### src/rtl/if_bus_if.sv
// Instruction-fetch bus interface: one outstanding bus read per fetch, with stall hold and flush discard.
// Optional scratchpad fast path enabled by defining IF_SPM_EN.
module if_bus_if (
  input  logic        clk,
  input  logic        reset,
  input  logic [29:0] addr,
  input  logic        stall,
  input  logic        flush,
  output logic [31:0] insn,
  output logic        busy,
  output logic        bus_req,
  input  logic        bus_grnt,
  output logic [29:0] bus_addr,
  output logic        bus_as,
  output logic        bus_rw,
  input  logic [31:0] bus_rd_data,
  input  logic        bus_rdy
`ifdef IF_SPM_EN
  ,
  output logic [11:0] spm_addr,
  output logic        spm_as,
  input  logic [31:0] spm_rd_data
`endif
);

  localparam logic [31:0] NOP = 32'h0000_0000;

  typedef enum logic [1:0] {IDLE, REQ, ACCESS, HOLD} state_t;

  state_t      state;
  logic [31:0] rd_buf;
  logic        flush_lat;
  logic        discard;
  logic        spm_hit;

`ifdef IF_SPM_EN
  assign spm_hit  = (addr[29:12] == 18'h0);
  assign spm_as   = (state == IDLE) && spm_hit;
  assign spm_addr = addr[11:0];
`else
  assign spm_hit  = 1'b0;
`endif

  assign bus_rw  = 1'b1;
  assign discard = flush_lat | flush;

  always_ff @(posedge clk or posedge reset) begin
    if (reset) begin
      state     <= IDLE;
      bus_req   <= 1'b0;
      bus_as    <= 1'b0;
      bus_addr  <= '0;
      rd_buf    <= NOP;
      flush_lat <= 1'b0;
    end else begin
      case (state)
        IDLE: begin
          bus_as    <= 1'b0;
          flush_lat <= 1'b0;
          if (!flush && !spm_hit) begin
            bus_req  <= 1'b1;
            bus_addr <= addr;
            state    <= REQ;
          end
        end
        REQ: begin
          // A grant wins over a same-cycle flush; the flush is remembered so the data is dropped.
          if (bus_grnt) begin
            bus_as    <= 1'b1;
            flush_lat <= flush;
            state     <= ACCESS;
          end else if (flush) begin
            bus_req <= 1'b0;
            state   <= IDLE;
          end
        end
        ACCESS: begin
          bus_as <= 1'b0;
          if (bus_rdy) begin
            bus_req   <= 1'b0;
            rd_buf    <= discard ? NOP : bus_rd_data;
            flush_lat <= 1'b0;
            state     <= stall ? HOLD : IDLE;
          end else if (flush) begin
            flush_lat <= 1'b1;
          end
        end
        HOLD: begin
          if (flush || !stall) begin
            state <= IDLE;
          end
        end
        default: state <= IDLE;
      endcase
    end
  end

  always_comb begin
    insn = NOP;
    busy = 1'b0;
    case (state)
      IDLE: begin
        busy = !flush && !spm_hit;
`ifdef IF_SPM_EN
        if (spm_hit && !flush) begin
          insn = spm_rd_data;
        end
`endif
      end
      REQ: begin
        busy = 1'b1;
      end
      ACCESS: begin
        if (bus_rdy) begin
          insn = discard ? NOP : bus_rd_data;
        end else begin
          busy = 1'b1;
        end
      end
      HOLD: begin
        insn = flush ? NOP : rd_buf;
      end
      default: begin
        insn = NOP;
        busy = 1'b0;
      end
    endcase
  end

endmodule

### config.mk
export PLATFORM = sky130hd
export DESIGN_NAME = if_bus_if
export DESIGN_NICKNAME = d
export VERILOG_FILES = /design/src/rtl/if_bus_if.sv
export SDC_FILE = /design/constraint.sdc
export NUM_CORES = 1
export LEC_CHECK = 0
export BUFFER_PORTS_ARGS = -buffer_cell sky130_fd_sc_hd__buf_2
export CAP_MARGIN = 20
export CORE_ASPECT_RATIO = 0.9
export CORE_MARGIN = 5
export CORE_UTILIZATION = 47
export DETAILED_ROUTE_END_ITERATION = 8
export PLACE_DENSITY = 0.78
export SYNTH_ARGS = -nofsm -noshare
export SYNTH_HDL_FRONTEND = slang
export SYNTH_SLANG_ARGS = --single-unit
### constraint.sdc
create_clock -name clk -period 2.5 [get_ports clk]
set_clock_uncertainty 0.15 [all_clocks]
set_input_delay 0.5 -clock clk [delete_from_list [all_inputs] [get_ports clk]]
set_output_delay 0.5 -clock clk [all_outputs]
set_load 0.1 [all_outputs]
==> summary.txt, run 1 <==
Status - finished, violations left
Failing checks - negative setup slack
Total gr overflow - 0
CTS H-tree depth - 3
Drt wl/cell - 20.0 µm
Worst Path Buf+Inv - 5
Hold_sp - addr[11]
Synth async-reset ratio - 100%
Layout cells sized above 1 - 64.6%
Final antenna-violating net count - 0
Largest net degree at the start of global routing - 34
Syn Std Cell Area - 2970 µm²
NumNets Final - 444
CP Class - reg -> out
Endpoints failing hold - 0
Reg-to-Reg Start - state[1]
Syn Area/Cell - 13.6 µm²
Pwr dens - 1340 nW/µm²
Initial core utilization - 48.5%
Area of the multi-input gates - 1490 µm²
Total GRT Usage - 21.5%
Setup crit start - state[0]
Period utilization - 104%
Antenna violations before repair - 0
Commonest cells after routing, fill and taps aside - 99 x buf_2, 67 x dfrtp_1, 38 x buf_12, 32 x a22o_1, 32 x a22o_4
VDD IR max - 760 µV
Req. time, crit path - 1.85 ns
Rows - 27
Iter 0 DRT Violations - 122
CP max stage cell - dfrtp_1
Register area - 1680 µm²
Fin crit period - 2.60 ns
Flops & latches, synth - 67
Peak Freq - 384 MHz
Register area share after synthesis - 56.5%
I/O pin count - 134
Synth area leaders - dfrtp_1 56%, a22o_1 19%, mux2_2 11%, buf_6 2.3%, ha_1 2.1%
Height of the die - 85.4 µm
Clock buffer count from CTS - 9
Number of global-route vias before repair - 2660
Fillers - 313
Commonest non-fill, non-tap cell in the layout - buf_2
Final Slew Violations - 0
CTS tree - yes
Worst path top cell family by delay - buffers and inverters
DP Worst Slack - 0.150 ns
Synth-to-layout area growth - 70.2%
Cell taking the most area after synthesis - dfrtp_1
Die footprint - 8010 µm²
Netlist cell types - 25
CTS Sinks - 67
Startpoint Class - register
Placed insts - 428
Non-filler instance count after layout - 463
# Max-Cap Violations - 0
Cell Area, Placed - 4450 µm²
Final GP Congestion - 0.887
Syn Inst Count - 219
Slowest stage delay, CP - 0.42 ns
CTS Buffer Depth - 2
Clock slew at reported path FFs - 0.08 ns
Setup WS post-layout - -0.103 ns
Critical path, cell by cell - inv_2 -> ha_4 -> nand2_4 -> nor3_4 -> buf_12 -> buf_12 -> buf_16 -> a22o_4 -> buf_12
Post-synth top area share - 56.5%
Top FF cell, synth - dfrtp_1
Static Leakage - 2.44 nW
Root Buffer Master - clkbuf_8
Vias - 2553
CP most frequent cell - buf_12
Setup TNS - -2.62 ns
WL final - 9250 µm
Unrepaired setup endpoints after global routing - yes
Chip Width - 93.8 µm
Critical Path AT - 1.95 ns
Half-perimeter wire length of the detailed placement result - 5490 µm
Post-route cell area - 5050 µm²
Ant diodes - 0
Net Count, Synth - 292
CP max FO - 8
Latest clock arrival within the worst-skew pair - 0.33 ns
Ys Warns - 0
Core footprint - 6110 µm²
Post-synth EDFFs - 0
First-pass GRT wire length - 13500 µm
Hold Path Class - in -> reg
Post-route DRC - 0
Endpoints failing setup - 31
IO Port Bufs - 132
CP Capture Type - primary output
Number of detailed-route iterations in the first pass - 4
Via density - 5.51
[Yosys cell counts, types with 4 or more instances]
cell,instances
buf_6,6
mux2_2,29
clkbuf_1,6
inv_1,4
ha_1,5
dfrtp_1,67
a22o_1,64
nor2b_1,4
buf_2,5
nand2_1,4
[power by group]
part / internal [mW] / switching [mW]
Sequential: 1.56 / 0.315
Clock: 0.489 / 0.390
Combinational: 1.04 / 2.97
[area by class of cell]
cell class | instances | share of cell area (%)
Sequential cell | 67 | 33.2
Timing Repair Buffer | 159 | 31.2
Inverter | 4 | 0.297
Tap cell | 87 | 2.16
Clock inverter | 2 | 0.694
Clock buffer | 14 | 3.02
Multi-Input combinational cell | 130 | 29.4
[what timing repair did]
action	4_1_cts	5_1_grt
buffers inserted	7	5
endpoints found under the hold margin	4	0
endpoints found under the setup margin	32	33
resized for setup	17	6
hold buffers	1	0
gates cloned	4	4
pin swaps	18	3
[flip-flops by register name (all words and copies together) (netlist names)]
name       flops
rd_buf        32
bus_addr      30
state          2
bus_as         1
bus_req        1
flush_lat      1
[path summary, 6_finish.rpt]
kind	end	slack, ns	cells after the start
setup / recovery	insn[20]	-0.10	9
hold / removal	bus_addr[11]	0.25	2
setup reg to reg	bus_addr[15]	0.38	6
hold reg to reg	bus_addr[11]	0.34	1
max in group asynchronous	rd_buf[22]	1.13	4
min in group asynchronous	bus_addr[4]	0.44	3
[routing by layer]
| layer | part of all wire (%) | GRT usage, % | up-vias | wire [µm] |
|---|---|---|---|---|
| met1 | 42 | 27.1 | 1238 | 3850 |
| met2 | 47 | 35.6 | 147 | 4370 |
| li1 | - | - | 1145 | - |
| met4 | 2.2 | 5.91 | 0 | 204 |
| met3 | 8.8 | 7.18 | 23 | 815 |
| met5 | 0 | 0 | - | 0 |
[through the flow]
step	utilization [%]	hold slack (ns)	total power [mW]
after floorplan	-	0.324	4.92
final	82.6	0.251	6.77
after CTS	80.3	0.242	6.66
after global placement	72.7	0.225	5.62
after detailed placement	72.7	0.231	5.69
after global routing	82.6	0.234	7.01
[cell families after synthesis]
logic type,after synthesis,synth area share (%)
compound gates,76,21.6
fa+ha+maj,5,2.11
buf+inv,22,4.64
other cells,1,0.126
simple gates,17,3.29
mux,31,11.7
flops,67,56.5
Power figures use the tool's default switching activity.
==> inputs of run 2 (changes only) <==
--- a/config.mk
+++ b/config.mk
@@ -5,13 +5,14 @@
 export SDC_FILE = /design/constraint.sdc
 export NUM_CORES = 1
 export LEC_CHECK = 0
+export ABC_AREA = 1
 export BUFFER_PORTS_ARGS = -buffer_cell sky130_fd_sc_hd__buf_2
 export CAP_MARGIN = 20
 export CORE_ASPECT_RATIO = 0.9
 export CORE_MARGIN = 5
 export CORE_UTILIZATION = 47
 export DETAILED_ROUTE_END_ITERATION = 8
-export PLACE_DENSITY = 0.78
+export PLACE_DENSITY = 0.77
 export SYNTH_ARGS = -nofsm -noshare
 export SYNTH_HDL_FRONTEND = slang
 export SYNTH_SLANG_ARGS = --single-unit
==> run 2 against run 1 <==
- the flow now finishes without violations
- final cell count rose by 29%
- fmax rose by 6.2%
- count of clock-buffer cells in the layout fell by 4
- core utilization fell by 4.0 points
- register-to-register slack improved by 0.27 ns
- power rose by 6.8%
- global-route usage rose by 1.2 points
- worst setup slack improved by 0.15 ns
- critical path depth fell by 1
- wire length rose by 0.47%
- synthesized cell count rose by 69%
- highest routed layer unchanged
==> summary.txt, run 2 <==
Via density - 5.24
CP Capture Type - primary output
Top flop regs - rd_buf x32, bus_addr x30, state x2
First-pass GRT wire length - 14600 µm
Unrepaired setup endpoints after global routing - no
Iter 0 DRT Violations - 143
Largest net degree at the start of global routing - 37
Synth async-reset ratio - 100%
Flop pwr share - 25.4%
Most flops, register - rd_buf
Period utilization - 98.0%
Syn Area/Cell - 8.26 µm²
Drt wl/cell - 15.5 µm
VDD IR max - 1310 µV
Latest clock arrival within the worst-skew pair - 0.34 ns
NumNets Final - 579
CTS Sinks - 67
Vias - 3131
Core footprint - 6220 µm²
# Max-Cap Violations - 0
Netlist cell types - 18
Req. time, crit path - 1.85 ns
Top FF cell, synth - dfrtp_1
Commonest non-fill, non-tap cell in the layout - buf_2
Clock buffer count from CTS - 9
Pwr dens - 1480 nW/µm²
CP max FO - 8
Half-perimeter wire length of the detailed placement result - 6250 µm
Root Buffer Master - clkbuf_8
Syn Inst Count - 371
Height of the die - 86.6 µm
Flops & latches, synth - 67
Commonest cells post-synth - 83 x nand2_1, 67 x dfrtp_1, 65 x nand3_1
Critical Path AT - 1.80 ns
Post-route DRC - 0
Status - finished, final reports clean
Sw Pwr - 3.99 mW
CP Class - reg -> out
Final antenna-violating net count - 0
Rows - 27
CTS H-tree depth - 3
Ant diodes - 0
CTS Buffer Depth - 2
Synth-to-layout area growth - 59.4%
Comb power frac - 58.1%
Layout cells sized above 1 - 40.9%
CTS tree - yes
Endpoints failing hold - 0
Hold Path Class - in -> async
Clock power frac - 16.5%
Commonest cells after routing, fill and taps aside - 99 x buf_2, 82 x nand2_1, 67 x dfrtp_1, 58 x nand3_1, 42 x inv_1
Post-synth EDFFs - 0
Highest routed layer - met4
Met3 routed WL - 757 µm
Power Total - 7.23 mW
Post-synth top area share - 54.7%
I/O pin count - 134
Internal Pwr Total - 3.24 mW
Post-CTS Hold Fix Bufs - 0
Fin crit period - 2.45 ns
Sw Share - 55.2%
Cell taking the most area after synthesis - dfrtp_1
Slowest stage delay, CP - 0.43 ns
WL final - 9290 µm
Final GP Congestion - 0.786
Clock slew at reported path FFs - 0.08 ns
Total GRT Usage - 22.8%
Max reg flops - 32
Critical path, cell by cell - inv_2 -> ha_2 -> nand2_2 -> clkinv_4 -> clkbuf_16 -> nand3_1 -> o21ai_2 -> buf_12
Syn Std Cell Area - 3060 µm²
Peak Freq - 408 MHz
IO Port Bufs - 132
Total gr overflow - 0
Net Count, Synth - 444
Count leader, synth - nand2_1
Chip Width - 95.1 µm
Setup TNS - 0 ns
Metal-1 WL - 3690 µm
Startpoint Class - register
Number of global-route vias before repair - 3074
Antenna violations before repair - 0
Initial core utilization - 49.3%
Final Slew Violations - 0
Met2 wire length - 4630 µm
Worst Path Buf+Inv - 4
Register area share after synthesis - 54.7%
Endpoints failing setup - 0
Synth area leaders - dfrtp_1 55%, nand3_1 11%, o21ai_0 10%, nand2_1 10%, inv_1 5.4%
Worst path top cell family by delay - buffers and inverters
Die footprint - 8230 µm²
Number of detailed-route iterations in the first pass - 5
Static Leakage - 2.52 nW
Fillers - 427
Ys Warns - 0
CP max stage cell - dfrtp_1
## run 2: timing repair
action                                  in CTS  in global routing
buffers inserted                             3                  1
pin swaps                                    0                  0
cloned                                       2                  1
gates resized for setup                     33                 19
endpoints found under the setup margin      32                 32
## run 2: worst paths after layout
| path | depth (start not counted) | endpoint | from | slack, ns |
|---|---|---|---|---|
| worst max register to register | 9 | bus_req | state[0] | 0.65 |
| min in group clk | 3 | bus_addr[3] | addr[3] | 0.23 |
| worst max-delay path | 8 | insn[25] | state[0] | 0.05 |
| worst min register to register | 2 | bus_addr[12] | bus_addr[12] | 0.32 |
| max in group asynchronous | 3 | rd_buf[19] | reset | 1.78 |
| worst min-delay path | 3 | bus_addr[25] | reset | 0.08 |
## run 2: power by group through the flow
stage	clock network, mW	registers, mW	logic, mW
after floorplan	0	3.61	1.33
after global placement	0	1.82	3.91
after detailed placement	0	1.84	4.00
after CTS	1.21	1.83	4.15
after global routing	1.25	1.90	4.43
final	1.19	1.84	4.20
## run 2: cell type report
cell class	count	area, µm²	area share, %
sequential	67	1680	34.3
timing repair buffer	147	1370	28.1
multi-input combinational	235	1280	26.3
inverter	46	178	3.64
clock inverter	6	136	2.79
clock buffer	10	128	2.61
tap	87	109	2.23
## run 2: cell families after synthesis
kind of cell,synth area share [%]
other,0.122
AO/OA/AOI/OAI,11.9
flip-flops,54.7
adder cells (fa/ha/maj),2.04
buffers and inverters,9.11
AND/OR/NAND/NOR,22.1
## run 2: per-stage QoR
step           utilization, %  setup slack (ns)  std cells  hold slack, ns  area [µm²]
6_report                 78.6            0.0499        598          0.0775        4880
5_1_grt                  78.6           0.00292        598           0.112        4880
4_1_cts                  76.7           0.00743        596          0.0866        4770
3_5_place_dp             69.3             0.172        575           0.307        4310
3_3_place_gp             69.3             0.278        575           0.301        4310
2_1_floorplan               -            -0.347        371           0.335        3060
## run 2: worst reg2reg max path: stages, from the launching register on
cell     delay, ns
dfrtp_1       0.43
inv_2         0.09
buf_4         0.11
ha_1          0.17
buf_4         0.34
nand2_1       0.10
nand2_1       0.15
inv_1         0.07
nand3_1       0.08
nand2_1       0.06
## run 2: routing by layer
metal  track usage (%)  up-vias
met3              5.03       20
li1                  -     1466
met4              8.65        0
met5                 0        -
met2              39.7      137
met1              27.4     1508
